[src/rtl/ten_eth_seek_arb.sv]
// ten_eth_seek_arb
// Round-robin arbiter in front of a single MAC-to-outport lookup engine.
// Each rx port posts a one-cycle request (dst MAC + id); the arbiter grants
// one pending port, classifies the destination and strobes the result back
// to the requesting port. One lookup takes three cycles (IDLE/RESOLVE/RESP).
//
// Ports:
//   i_clk, i_rst           clock, asynchronous active-high reset
//   i_check_mac            48 bits per port, slice p = [48p+47:48p]
//   i_check_id             4 bits per port, request id
//   i_check_valid          per-port single-cycle request pulse
//   i_cur_connect_tor      ToR currently reachable over the optical uplink
//   o_outport              resolved outport (held until next result)
//   o_seek_flag            route class: 00 local, 01 uplink, 10 DDR queue, 11 drop
//   o_check_id             id of the answered request
//   o_result_valid         one-hot result strobe to the requesting port
//   o_stat_lookup_cnt      saturating count of answered lookups
//   o_stat_ovwr_cnt        saturating count of requests overwritten while pending
//
// Build option: define TEN_ETH_SEEK_ARB_STAT_EN to include the statistics
// counters; otherwise both statistics outputs are tied to 0.
//
// state    | meaning
// S_IDLE   | wait for a pending port, grant it round-robin
// S_RESOLVE| classify the granted MAC, register the result
// S_RESP   | result strobe high, advance round-robin pointer
module ten_eth_seek_arb #(
   parameter int          P_PORT_NUM    = 4,
   parameter logic [31:0] P_MAC_HEAD    = 32'h8D_BC_5C_4A,
   parameter logic [2:0]  P_MY_TOR_ID   = 3'd0,
   parameter logic [2:0]  P_UPLINK_PORT = 3'd7
) (
   input  logic                    i_clk,
   input  logic                    i_rst,
   input  logic [48*P_PORT_NUM-1:0] i_check_mac,
   input  logic [4*P_PORT_NUM-1:0] i_check_id,
   input  logic [P_PORT_NUM-1:0]   i_check_valid,
   input  logic [2:0]              i_cur_connect_tor,
   output logic [2:0]              o_outport,
   output logic [1:0]              o_seek_flag,
   output logic [3:0]              o_check_id,
   output logic [P_PORT_NUM-1:0]   o_result_valid,
   output logic [31:0]             o_stat_lookup_cnt,
   output logic [15:0]             o_stat_ovwr_cnt
);

   localparam int IW = (P_PORT_NUM > 1) ? $clog2(P_PORT_NUM) : 1;

   typedef enum logic [1:0] {S_IDLE, S_RESOLVE, S_RESP} state_t;

   state_t                  state_q, state_d;
   logic [P_PORT_NUM-1:0]   pending_q, pending_d;
   logic [47:0]             mac_q [P_PORT_NUM];
   logic [3:0]              id_q  [P_PORT_NUM];
   logic [IW-1:0]           rr_ptr_q, rr_ptr_d;
   logic [IW-1:0]           gnt_q, gnt_d;
   logic [47:0]             gmac_q, gmac_d;
   logic [3:0]              gid_q, gid_d;
   logic [2:0]              outport_q, outport_d;
   logic [1:0]              flag_q, flag_d;
   logic [3:0]              cid_q, cid_d;
   logic [P_PORT_NUM-1:0]   rv_q, rv_d;

   logic                    found;
   logic [IW-1:0]           sel;
   logic [2:0]              cls_out;
   logic [1:0]              cls_flag;

   wire  [31:0]             head = gmac_q[47:16];
   wire  [7:0]              tor  = gmac_q[15:8];
   wire  [7:0]              prt  = gmac_q[7:0];

   // First pending port at or after rr_ptr, wrapping at P_PORT_NUM-1.
   always_comb begin
      int j;
      found = 1'b0;
      sel   = '0;
      j     = 0;
      for (int i = 0; i < P_PORT_NUM; i++) begin
         j = int'(rr_ptr_q) + i;
         if (j >= P_PORT_NUM) j = j - P_PORT_NUM;
         if (!found && pending_q[j]) begin
            found = 1'b1;
            sel   = IW'(j);
         end
      end
   end

   // Anything not matching the head, or naming a ToR beyond 3 bits, is dropped.
   always_comb begin
      cls_flag = 2'b11;
      cls_out  = 3'd0;
      if (head == P_MAC_HEAD && tor[7:3] == 5'd0) begin
         if (tor[2:0] == P_MY_TOR_ID) begin
            if (prt != 8'd0) begin
               cls_flag = 2'b00;
               cls_out  = prt[2:0] - 3'd1;
            end
         end else if (tor[2:0] == i_cur_connect_tor) begin
            cls_flag = 2'b01;
            cls_out  = P_UPLINK_PORT;
         end else begin
            cls_flag = 2'b10;
            cls_out  = tor[2:0];
         end
      end
   end

   always_comb begin
      state_d   = state_q;
      pending_d = pending_q;
      rr_ptr_d  = rr_ptr_q;
      gnt_d     = gnt_q;
      gmac_d    = gmac_q;
      gid_d     = gid_q;
      outport_d = outport_q;
      flag_d    = flag_q;
      cid_d     = cid_q;
      rv_d      = '0;
      case (state_q)
         S_IDLE: begin
            if (found) begin
               pending_d[sel] = 1'b0;
               gnt_d          = sel;
               gmac_d         = mac_q[sel];
               gid_d          = id_q[sel];
               state_d        = S_RESOLVE;
            end
         end
         S_RESOLVE: begin
            outport_d   = cls_out;
            flag_d      = cls_flag;
            cid_d       = gid_q;
            rv_d[gnt_q] = 1'b1;
            state_d     = S_RESP;
         end
         S_RESP: begin
            rr_ptr_d = (int'(gnt_q) == P_PORT_NUM - 1) ? '0 : gnt_q + 1'b1;
            state_d  = S_IDLE;
         end
         default: state_d = S_IDLE;
      endcase
      // Applied after the grant clear so a pulse in the grant cycle stays pending.
      pending_d = pending_d | i_check_valid;
   end

   always_ff @(posedge i_clk or posedge i_rst) begin
      if (i_rst) begin
         state_q   <= S_IDLE;
         pending_q <= '0;
         rr_ptr_q  <= '0;
         gnt_q     <= '0;
         gmac_q    <= '0;
         gid_q     <= '0;
         outport_q <= '0;
         flag_q    <= '0;
         cid_q     <= '0;
         rv_q      <= '0;
         for (int p = 0; p < P_PORT_NUM; p++) begin
            mac_q[p] <= '0;
            id_q[p]  <= '0;
         end
      end else begin
         state_q   <= state_d;
         pending_q <= pending_d;
         rr_ptr_q  <= rr_ptr_d;
         gnt_q     <= gnt_d;
         gmac_q    <= gmac_d;
         gid_q     <= gid_d;
         outport_q <= outport_d;
         flag_q    <= flag_d;
         cid_q     <= cid_d;
         rv_q      <= rv_d;
         for (int p = 0; p < P_PORT_NUM; p++) begin
            if (i_check_valid[p]) begin
               mac_q[p] <= i_check_mac[48*p +: 48];
               id_q[p]  <= i_check_id[4*p +: 4];
            end
         end
      end
   end

   assign o_outport      = outport_q;
   assign o_seek_flag    = flag_q;
   assign o_check_id     = cid_q;
   assign o_result_valid = rv_q;

`ifdef TEN_ETH_SEEK_ARB_STAT_EN
   logic [31:0]           lookup_cnt_q;
   logic [15:0]           ovwr_cnt_q;
   logic [P_PORT_NUM-1:0] gclr;
   logic [P_PORT_NUM-1:0] ovwr_evt;
   logic [3:0]            ovwr_num;
   logic [16:0]           ovwr_sum;

   // A pulse landing on the port being granted starts a fresh request rather
   // than replacing one still waiting, so it is not an overwrite.
   always_comb begin
      gclr = '0;
      if (state_q == S_IDLE && found) gclr[sel] = 1'b1;
      ovwr_evt = i_check_valid & pending_q & ~gclr;
      ovwr_num = '0;
      for (int p = 0; p < P_PORT_NUM; p++) ovwr_num = ovwr_num + {3'b000, ovwr_evt[p]};
      ovwr_sum = {1'b0, ovwr_cnt_q} + {13'd0, ovwr_num};
   end

   always_ff @(posedge i_clk or posedge i_rst) begin
      if (i_rst) begin
         lookup_cnt_q <= '0;
         ovwr_cnt_q   <= '0;
      end else begin
         if (state_q == S_RESP && lookup_cnt_q != '1) lookup_cnt_q <= lookup_cnt_q + 32'd1;
         ovwr_cnt_q <= ovwr_sum[16] ? '1 : ovwr_sum[15:0];
      end
   end

   assign o_stat_lookup_cnt = lookup_cnt_q;
   assign o_stat_ovwr_cnt   = ovwr_cnt_q;
`else
   assign o_stat_lookup_cnt = 32'd0;
   assign o_stat_ovwr_cnt   = 16'd0;
`endif

endmodule

[config.mk]
export PLATFORM = sky130hd
export DESIGN_NAME = ten_eth_seek_arb
export DESIGN_NICKNAME = d
export VERILOG_FILES = /design/src/rtl/ten_eth_seek_arb.sv
export SDC_FILE = /design/constraint.sdc
export NUM_CORES = 1
export LEC_CHECK = 0
export CORE_AREA = 3 3 234 236
export DETAILED_ROUTE_END_ITERATION = 10
export DIE_AREA = 0 0 237 239
export GPL_ROUTABILITY_DRIVEN = 0
export MAX_ROUTING_LAYER = met4
export SETUP_SLACK_MARGIN = 0.2
export SLEW_MARGIN = 25
export SYNTH_ARGS = -nofsm -noshare
export SYNTH_HDL_FRONTEND = slang
export SYNTH_SLANG_ARGS = --single-unit
export TNS_END_PERCENT = 1
[constraint.sdc]
create_clock -name i_clk -period 13.91 [get_ports i_clk]
set_input_delay 3.4775 -clock i_clk [delete_from_list [all_inputs] [get_ports i_clk]]
set_output_delay 3.4775 -clock i_clk [all_outputs]
set_load 0.05 [all_outputs]
==> results of run 1 <==
==> power by group through the flow <==
stage	logic (mW)	clock network (mW)	registers (mW)
after global placement	0.907	0	1.13
after detailed placement	0.920	0	1.13
after global routing	1.01	0.924	1.15
after floorplan	0.627	0	1.11
final	0.906	0.854	1.12
after CTS	0.923	0.891	1.12
==> registers in the layout (all words and copies together) (netlist names) <==
signal / count
o_result_valid: 4
o_check_id: 4
gnt_q: 2
pending_q: 4
gid_q: 4
gmac_q: 48
o_outport: 3
id_q: 16
rr_ptr_q: 2
state_q: 2
mac_q: 192
o_seek_flag: 2
==> cell usage in the layout (no fill, tap or decap), types with 3 or more instances in the layout <==
master,count
a21o_1,3
nand2_1,77
a222oi_1,52
and2_1,4
nor4bb_1,3
buf_4,11
clkbuf_16,34
ha_1,6
nor2_1,58
mux2_2,210
clkinv_2,7
a211o_1,3
o21ai_1,5
a31oi_1,55
clkbuf_1,8
dfrtp_1,283
a21oi_1,5
nor3_1,5
inv_1,7
inv_6,3
conb_1,48
clkdlybuf4s50_1,225
xnor2_1,3
o21ai_2,3
==> layout make-up <==
class | instances | area [µm²] | share of cell area, %
Sequential cell | 283 | 7080 | 44.2
Multi-Input combinational cell | 578 | 4570 | 28.5
Timing Repair Buffer | 239 | 2380 | 14.9
Clock buffer | 44 | 908 | 5.68
Tap cell | 688 | 861 | 5.38
Clock inverter | 15 | 153 | 0.954
Inverter | 10 | 45.0 | 0.281
Antenna cell | 2 | 5.00 | 0.0313
==> metal layers <==
metal / GRT usage (%) / vias to the layer above
met2: 19.9 / 319
met1: 16.3 / 4200
li1: - / 3762
met4: 2.93 / 0
met5: - / -
met3: 2.96 / 41
==> worst min path at each step <==
stage,start,endpoint,slack [ps],depth (start not counted)
global route,o_outport[2]$_DFFE_PP0P_,o_outport[2]$_DFFE_PP0P_,490,2
global placement,gid_q[3]$_DFFE_PP0P_,o_check_id[3]$_DFFE_PP0P_,470,2
CTS,o_outport[2]$_DFFE_PP0P_,o_outport[2]$_DFFE_PP0P_,480,2
detailed placement,o_outport[2]$_DFFE_PP0P_,o_outport[2]$_DFFE_PP0P_,470,2
finish,o_outport[2]$_DFFE_PP0P_,o_outport[2]$_DFFE_PP0P_,480,2
floorplan,gid_q[0]$_DFFE_PP0P_,o_check_id[0]$_DFFE_PP0P_,440,2
==> cells by family after synthesis <==
family,count (synthesis),share of synthesized area [%]
simple gates,166,5.97
mux,211,19.6
xor+xnor,3,0.217
flops,283,58.4
other cells,1,0.0309
compound gates,144,9.37
fa+ha+maj,6,0.619
buf+inv,126,5.77
==> flow_metrics.py, run 1 <==
metrics = {
    "outcome": {
        "status": "complete, no violations",
    },
    "setup_path": {
        "r2r-start": "pending_q[3]$_DFF_PP0_",
        "crit_family": "buffers and inverters",
        "worstPathArrival_ps": 1740,
        "r2r_slack_ps": 11000,
        "worst_path_largest_cell_delay_ps": 820,
        "end_kind": "output pin",
        "r2r_cells": 6,
        "critPathSlowestCell": "clkdlybuf4s50_1",
        "worstSetupStartpointType": "flop",
        "path_buf_inv": 1,
        "crit_chain": "clkdlybuf4s50_1",
        "critical_path_cell_count": 1,
        "critPathCapture": "o_check_id[3]",
        "critical_path_class": "flop to output pin",
        "crit_fanout": 2,
        "crit_required_ps": 10430,
        "critPathLaunch": "o_check_id[3]$_DFFE_PP0P_",
        "r2r_end": "gid_q[0]$_DFFE_PP0P_",
    },
    "timing": {
        "setup-violations-final": 0,
        "max_freq_mhz": 192,
        "clock_skew_ps": 20.9,
        "setup_ws_ps": 8690,
        "relSlewSlack_pct": 36.2,
        "hold_viol_final": 0,
        "finalCriticalPeriod_ps": 5220,
        "worst_pin_slew_ps": 957,
        "whs_ps": 475,
        "fin_tns_setup_ps": 0,
        "rsz0062_at_grt": "false",
        "fin_crit_sh_pct": 37.5,
        "maxSlewViolCount": 0,
    },
    "route": {
        "drtIter0Drc": 740,
        "vias": 8322,
        "vias_per_cell": 4.48,
        "ant_nets": 0,
        "wire_per_inst_um": 18.7,
        "route.met2.wl_um": 16400,
        "highest_layer": "met4",
        "drc": 0,
        "postRouteWirelength_um": 34700,
        "wl_met3_um": 2320,
        "dr.pass1.iters": 8,
        "wl_met1_um": 15300,
    },
    "pwr": {
        "switching_share_pct": 35.5,
        "power.total_mw": 2.88,
        "peakVddDrop_mv": 0.106,
        "p_seq_share_pct": 38.8,
        "p_per_area_mw_per_mm2": 180,
        "internal_power_mw": 1.86,
        "p_comb_share_pct": 31.5,
        "p_leak_nw": 6.44,
        "p_clk_share_pct": 29.7,
        "power_switching_mw": 1.02,
    },
    "synthesis": {
        "synth_seq_cells": 283,
        "async_flop_share_pct": 100,
        "synth_most_common_cell": "dfrtp_1",
        "yosys_warnings": 0,
        "synth_area_leaders": "dfrtp_1 58%, mux2_2 20%, a222oi_1 4.3%",
        "synth_edf_count": 0,
        "synth_ff_type": "dfrtp_1",
        "synth_top_area_share_pct": 58.4,
        "syn_inst": 940,
        "synth_common_cells": "283 x dfrtp_1, 210 x mux2_2, 77 x nand2_1",
        "mappedNetlistArea_mm2": 0.0121,
        "ys_seq_area_share_pct": 58.4,
        "ys_types": 53,
        "yosysTopAreaCell": "dfrtp_1",
        "syn_area_per_cell_um2": 12.9,
    },
    "clock_tree": {
        "cts.sinks": 283,
        "cts_hold_buf": 0,
        "cts_root_buffer": "clkbuf_16",
        "cts_tree": "built",
        "h-tree-depth": 2,
        "clk_pin_slew_worst_paths_ps": 60,
        "clk_path_buf_depth": 3,
        "clk_latency_ps": 540,
        "cts_buffers": 34,
        "ctsResizeCount": 0,
        "post-cts-setup-buffer-count": 0,
    },
    "layout": {
        "fin_util_pct": 30.4,
        "fill_cells": 5314,
        "syn2layout_area_growth_pct": 32.0,
        "drive_gt1_share_pct": 24.4,
        "fin_cells": 1859,
        "final_nets": 1369,
        "final_cell_area_mm2": 0.0160,
    },
    "place": {
        "dpl_worst_slack_ps": 8040,
        "place_hpwl_um": 22900,
        "dp_cells": 1797,
        "placed_area_mm2": 0.0149,
        "place.port_buffers": 229,
    },
    "global_route": {
        "antenna_found_initial": 2,
        "globalRouteOverflowTotal": 0,
        "grt.total_usage_pct": 12.5,
        "grt_max_degree": 129,
        "grt_pass1_wl_um": 53000,
        "grt_pass1_vias": 8812,
    },
    "floorplan": {
        "fp.dieH_um": 239,
        "die_area_mm2": 0.0566,
        "rows": 84,
        "start_util_pct": 23.0,
        "io_pins": 278,
        "die_x_um": 237,
        "design.core.area_mm2": 0.0527,
    },
    "min_path": {
        "hp-class": "flop to flop",
    },
    "flow_run": {
        "max_cap_violations": 0,
    },
}
Power figures use the tool's default switching activity.
==> run 2: changes to the inputs <==
==> constraint.sdc (replaced) <==
create_clock -name i_clk -period 4.7 [get_ports i_clk]
set_input_delay 1.175 -clock i_clk [delete_from_list [all_inputs] [get_ports i_clk]]
set_output_delay 1.175 -clock i_clk [all_outputs]
set_load 0.05 [all_outputs]
==> flow_metrics.py, run 2 (same netlist as run 1, synthesis figures left out) <==
metrics = {
    "setup_path": {
        "r2r-start": "pending_q[3]$_DFF_PP0_",
        "critPathSlowestCell": "clkdlybuf4s50_1",
        "r2r_slack_ps": 2040,
        "r2r_cells": 6,
        "worst_path_largest_cell_delay_ps": 810,
        "crit_family": "buffers and inverters",
        "crit_fanout": 2,
        "r2r_end": "gmac_q[10]$_DFFE_PP0P_",
        "crit_chain": "clkdlybuf4s50_1",
        "crit_required_ps": 3520,
        "critical_path_class": "flop to output pin",
        "worstPathArrival_ps": 1710,
        "end_kind": "output pin",
        "path_buf_inv": 1,
        "worstSetupStartpointType": "flop",
    },
    "global_route": {
        "antenna_found_initial": 4,
        "grt_pass1_wl_um": 53300,
        "grt_pass1_vias": 8708,
        "grt.total_usage_pct": 12.7,
        "grt_max_degree": 171,
        "globalRouteOverflowTotal": 0,
    },
    "layout": {
        "final_cell_area_mm2": 0.0163,
        "regMostFlops": "mac_q",
        "fill_cells": 5347,
        "fin_util_pct": 31.0,
        "reg_top3": "mac_q x192, gmac_q x48, id_q x16",
        "layout_common_cells": "283 x dfrtp_1, 225 x clkdlybuf4s50_1, 210 x mux2_2, 77 x nand2_1, 58 x nor2_1",
        "multiInputGateArea_mm2": 0.00457,
        "largest_reg_flops": 192,
        "final_nets": 1372,
        "syn2layout_area_growth_pct": 34.5,
        "layout_commonest_cell": "dfrtp_1",
        "regArea_mm2": 0.00708,
        "drive_gt1_share_pct": 25.1,
    },
    "route": {
        "postRouteWirelength_um": 35200,
        "vias": 8299,
        "dr.pass1.iters": 5,
        "drtIter0Drc": 541,
        "drc": 0,
        "wire_per_inst_um": 18.9,
        "ant_nets": 0,
        "vias_per_cell": 4.45,
    },
    "min_path": {
        "hp-class": "flop to flop",
        "worstHoldPathCells": 2,
        "hold_path.startpoint": "gid_q[2]$_DFFE_PP0P_",
        "whs_endpoint": "o_check_id[2]$_DFFE_PP0P_",
    },
    "clock_tree": {
        "cts.sinks": 283,
        "h-tree-depth": 2,
        "cts_root_buffer": "clkbuf_16",
        "cts_buffers": 37,
        "cts_tree": "built",
        "clk_path_buf_depth": 3,
        "post-cts-setup-buffer-count": 0,
        "cts_hold_buf": 0,
        "ctsResizeCount": 0,
        "clk_pin_slew_worst_paths_ps": 50,
        "clk_latency_ps": 540,
    },
    "pwr": {
        "peakVddDrop_mv": 0.419,
        "p_leak_nw": 6.57,
        "p_per_area_mw_per_mm2": 560,
    },
    "floorplan": {
        "start_util_pct": 23.0,
        "die_x_um": 237,
        "die_area_mm2": 0.0566,
        "design.core.area_mm2": 0.0527,
        "fp.dieH_um": 239,
        "rows": 84,
        "io_pins": 278,
    },
    "timing": {
        "worst_pin_slew_ps": 1010,
        "relSlewSlack_pct": 32.5,
        "maxSlewViolCount": 0,
        "finalCriticalPeriod_ps": 2880,
        "setup-violations-final": 0,
        "rsz0062_at_grt": "false",
        "fin_crit_sh_pct": 61.4,
        "clock_skew_ps": 19.6,
        "setup_ws_ps": 1820,
        "max_freq_mhz": 347,
        "hold_viol_final": 0,
    },
    "place": {
        "place_hpwl_um": 22700,
        "place.port_buffers": 229,
        "placed_area_mm2": 0.0149,
        "dpl_worst_slack_ps": 1840,
    },
    "outcome": {
        "status": "complete, no violations",
    },
    "flow_run": {
        "max_cap_violations": 0,
    },
}
run 2: changes by cell type in the layout (fill, tap and decap cells not counted):
cell / change
clkbuf_8: +2
buf_6: -2
diode_2: +2
bufinv_16: +5
clkinv_2: -3
clkbuf_16: +4
buf_8: +1
buf_4: -2
buf_12: +3
clkinvlp_4: +2
clkbuf_1: -6
run 2: how the worst max path moves through the flow:
| stage | start | depth (start not counted) | endpoint | slack (ps) |
|---|---|---|---|---|
| detailed placement | i_cur_connect_tor[1] | 6 | o_seek_flag[1]$_DFFE_PP0P_ | 1840 |
| finish | o_seek_flag[1]$_DFFE_PP0P_ | 1 | o_seek_flag[1] | 1820 |
| global route | o_seek_flag[1]$_DFFE_PP0P_ | 1 | o_seek_flag[1] | 1740 |
| global placement | i_cur_connect_tor[1] | 6 | o_seek_flag[1]$_DFFE_PP0P_ | 1840 |
| floorplan | i_rst | 1 | gid_q[0]$_DFFE_PP0P_ | -220 |
| CTS | o_seek_flag[1]$_DFFE_PP0P_ | 1 | o_seek_flag[1] | 1750 |
run 2: final cells by class:
cell class / count / area share, %
clock inverters: 19 / 1.88
well taps: 688 / 5.28
multi-input cells: 578 / 28.0
flip-flops and latches: 283 / 43.4
repair buffers: 239 / 14.9
clock buffers: 44 / 6.22
inverters: 10 / 0.253
diodes: 4 / 0.0614
run 2: layer usage:
metal	wire (µm)	track usage [%]
met5	0	-
met4	711	3.61
met3	2330	3.30
met2	16500	19.9
met1	15700	16.3
run 2: stage by stage:
stage | hold slack, ps | std cells | TNS [ps] | total power [mW]
2_1_floorplan | 439 | 987 | -63470 | 5.15
3_3_place_gp | 463 | 1796 | 0 | 6.11
3_5_place_dp | 462 | 1797 | 0 | 6.20
4_1_cts | 475 | 1860 | 0 | 9.30
5_1_grt | 508 | 1865 | 0 | 9.70
6_report | 473 | 1865 | 0 | 9.13
run 2: report_power, final:
part	switching [mW]	internal, mW
registers	0.365	2.95
logic	1.68	1.10
clock network	1.11	1.93
run 2: worst register-to-register path, stage by stage, from the launching register on:
cell	delay, ps
dfrtp_1	480
nor2_1	340
o21ai_1	170
a21boi_4	650
buf_4	470
a222oi_1	230
a31oi_1	240
==> run 3: changes to the inputs <==
==> constraint.sdc (replaced) <==
create_clock -name i_clk -period 2.4 [get_ports i_clk]
set_input_delay 0.6 -clock i_clk [delete_from_list [all_inputs] [get_ports i_clk]]
set_output_delay 0.6 -clock i_clk [all_outputs]
set_load 0.05 [all_outputs]
==> flow_metrics.py, run 3 (same netlist as run 1, synthesis figures left out) <==
metrics = {
    "outcome": {
        "status": "complete, no violations",
    },
    "route": {
        "drtIter0Drc": 572,
        "dr.pass1.iters": 8,
        "vias": 8435,
        "ant_nets": 0,
        "wl_met1_um": 16000,
        "postRouteWirelength_um": 36000,
        "wl_met3_um": 2340,
        "wire_per_inst_um": 19.1,
        "route.met2.wl_um": 17000,
        "highest_layer": "met4",
        "drc": 0,
        "vias_per_cell": 4.47,
    },
    "flow_run": {
        "max_cap_violations": 0,
    },
    "global_route": {
        "grt_max_degree": 108,
        "globalRouteOverflowTotal": 0,
        "grt_pass1_vias": 8872,
        "grt.total_usage_pct": 12.9,
        "antenna_found_initial": 3,
        "grt_pass1_wl_um": 54400,
    },
    "floorplan": {
        "die_x_um": 237,
        "io_pins": 278,
        "die_area_mm2": 0.0566,
        "start_util_pct": 23.0,
        "fp.dieH_um": 239,
        "design.core.area_mm2": 0.0527,
        "rows": 84,
    },
    "place": {
        "dpl_worst_slack_ps": 135,
        "place.port_buffers": 229,
        "place_hpwl_um": 25100,
        "dp_cells": 1825,
    },
    "pwr": {
        "peakVddDrop_mv": 0.477,
        "switching_share_pct": 34.8,
        "p_leak_nw": 6.67,
        "p_per_area_mw_per_mm2": 1050,
        "power.total_mw": 17.3,
        "power_switching_mw": 6.04,
        "p_comb_share_pct": 33.4,
        "p_clk_share_pct": 29.2,
        "internal_power_mw": 11.3,
        "p_seq_share_pct": 37.4,
    },
    "setup_path": {
        "worst_path_largest_cell_delay_ps": 820,
        "crit_chain": "clkdlybuf4s50_1",
        "critPathSlowestCell": "clkdlybuf4s50_1",
        "critical_path_class": "flop to output pin",
        "r2r_end": "gid_q[3]$_DFFE_PP0P_",
        "crit_family": "buffers and inverters",
        "crit_fanout": 2,
        "crit_required_ps": 1800,
        "worstSetupStartpointType": "flop",
        "r2r_slack_ps": 200,
        "r2r_cells": 6,
        "end_kind": "output pin",
        "worstPathArrival_ps": 1700,
        "r2r-start": "pending_q[0]$_DFF_PP0_",
        "path_buf_inv": 1,
    },
    "layout": {
        "regMostFlops": "mac_q",
        "drive_gt1_share_pct": 26.2,
        "syn2layout_area_growth_pct": 35.7,
        "fin_cells": 1887,
        "final_nets": 1396,
        "layout_commonest_cell": "dfrtp_1",
        "fin_util_pct": 31.2,
        "layout_common_cells": "283 x dfrtp_1, 223 x clkdlybuf4s50_1, 210 x mux2_2, 77 x nand2_1, 58 x nor2_1",
        "largest_reg_flops": 192,
        "reg_top3": "mac_q x192, gmac_q x48, id_q x16",
    },
    "clock_tree": {
        "clk_path_buf_depth": 3,
        "cts_buffers": 34,
        "clk_latency_ps": 530,
        "clk_pin_slew_worst_paths_ps": 50,
        "cts_tree": "built",
        "cts.sinks": 283,
        "h-tree-depth": 2,
        "cts_root_buffer": "clkbuf_16",
    },
    "timing": {
        "relSlewSlack_pct": 56.1,
        "worst_pin_slew_ps": 658,
        "setup-violations-final": 0,
        "setup_ws_ps": 95.8,
        "hold_viol_final": 0,
        "max_freq_mhz": 434,
        "finalCriticalPeriod_ps": 2300,
        "rsz0062_at_grt": "true",
        "fin_crit_sh_pct": 96.0,
        "maxSlewViolCount": 0,
        "fin_tns_setup_ps": 0,
        "clock_skew_ps": 21.9,
    },
    "min_path": {
        "hold_path.startpoint": "o_check_id[0]$_DFFE_PP0P_",
        "whs_endpoint": "o_check_id[0]$_DFFE_PP0P_",
        "worstHoldPathCells": 2,
        "hp-class": "flop to flop",
    },
}
==> run 3: through the flow <==
stage	hold slack, ps	area [µm²]
2_1_floorplan	439	12300
3_3_place_gp	463	15300
3_5_place_dp	464	15300
4_1_cts	477	16400
5_1_grt	506	16400
6_report	473	16400
==> run 3: worst max-delay path by stage <==
stage	startpoint	endpoint	slack, ps	depth (start not counted)
finish	o_check_id[3]$_DFFE_PP0P_	o_check_id[3]	100	1
global route	o_check_id[3]$_DFFE_PP0P_	o_check_id[3]	30	1
floorplan	i_rst	gid_q[0]$_DFFE_PP0P_	-1950	1
detailed placement	i_cur_connect_tor[1]	o_seek_flag[1]$_DFFE_PP0P_	130	6
global placement	i_cur_connect_tor[1]	o_seek_flag[1]$_DFFE_PP0P_	140	6
CTS	o_check_id[3]$_DFFE_PP0P_	o_check_id[3]	50	1
==> run 3: power groups by stage <==
stage	clock [mW]	sequential (mW)	combinational (mW)
floorplan	0	6.44	3.64
global placement	0	6.54	5.78
detailed placement	0	6.58	5.91
CTS	5.25	6.50	5.92
global route	5.44	6.62	6.38
finish	5.06	6.48	5.79
==> run 3: metal layers <==
| metal | up-vias | global-route usage (%) |
|---|---|---|
| li1 | 3816 | - |
| met1 | 4263 | 16.4 |
| met2 | 309 | 20.8 |
| met3 | 47 | 2.98 |
| met5 | - | - |
| met4 | 0 | 3.32 |
==> run 3: area by class of cell <==
class	count	area, µm²
sequential	283	7080
antenna	3	7.51
inverter	10	41.3
clock buffer	50	1010
clock inverter	9	86.3
fill	5269	36200
multi-input combinational	578	4570
timing repair buffer	266	2790
tap	688	861
==> run 3: repair_timing <==
| action | 4_1_cts | 5_1_grt |
|---|---|---|
| resized for setup | 1 | 1 |
| pin swaps | 0 | 0 |
| hold buffers | 0 | 0 |
| setup endpoints to repair | 14 | 20 |
| setup buffers | 0 | 0 |
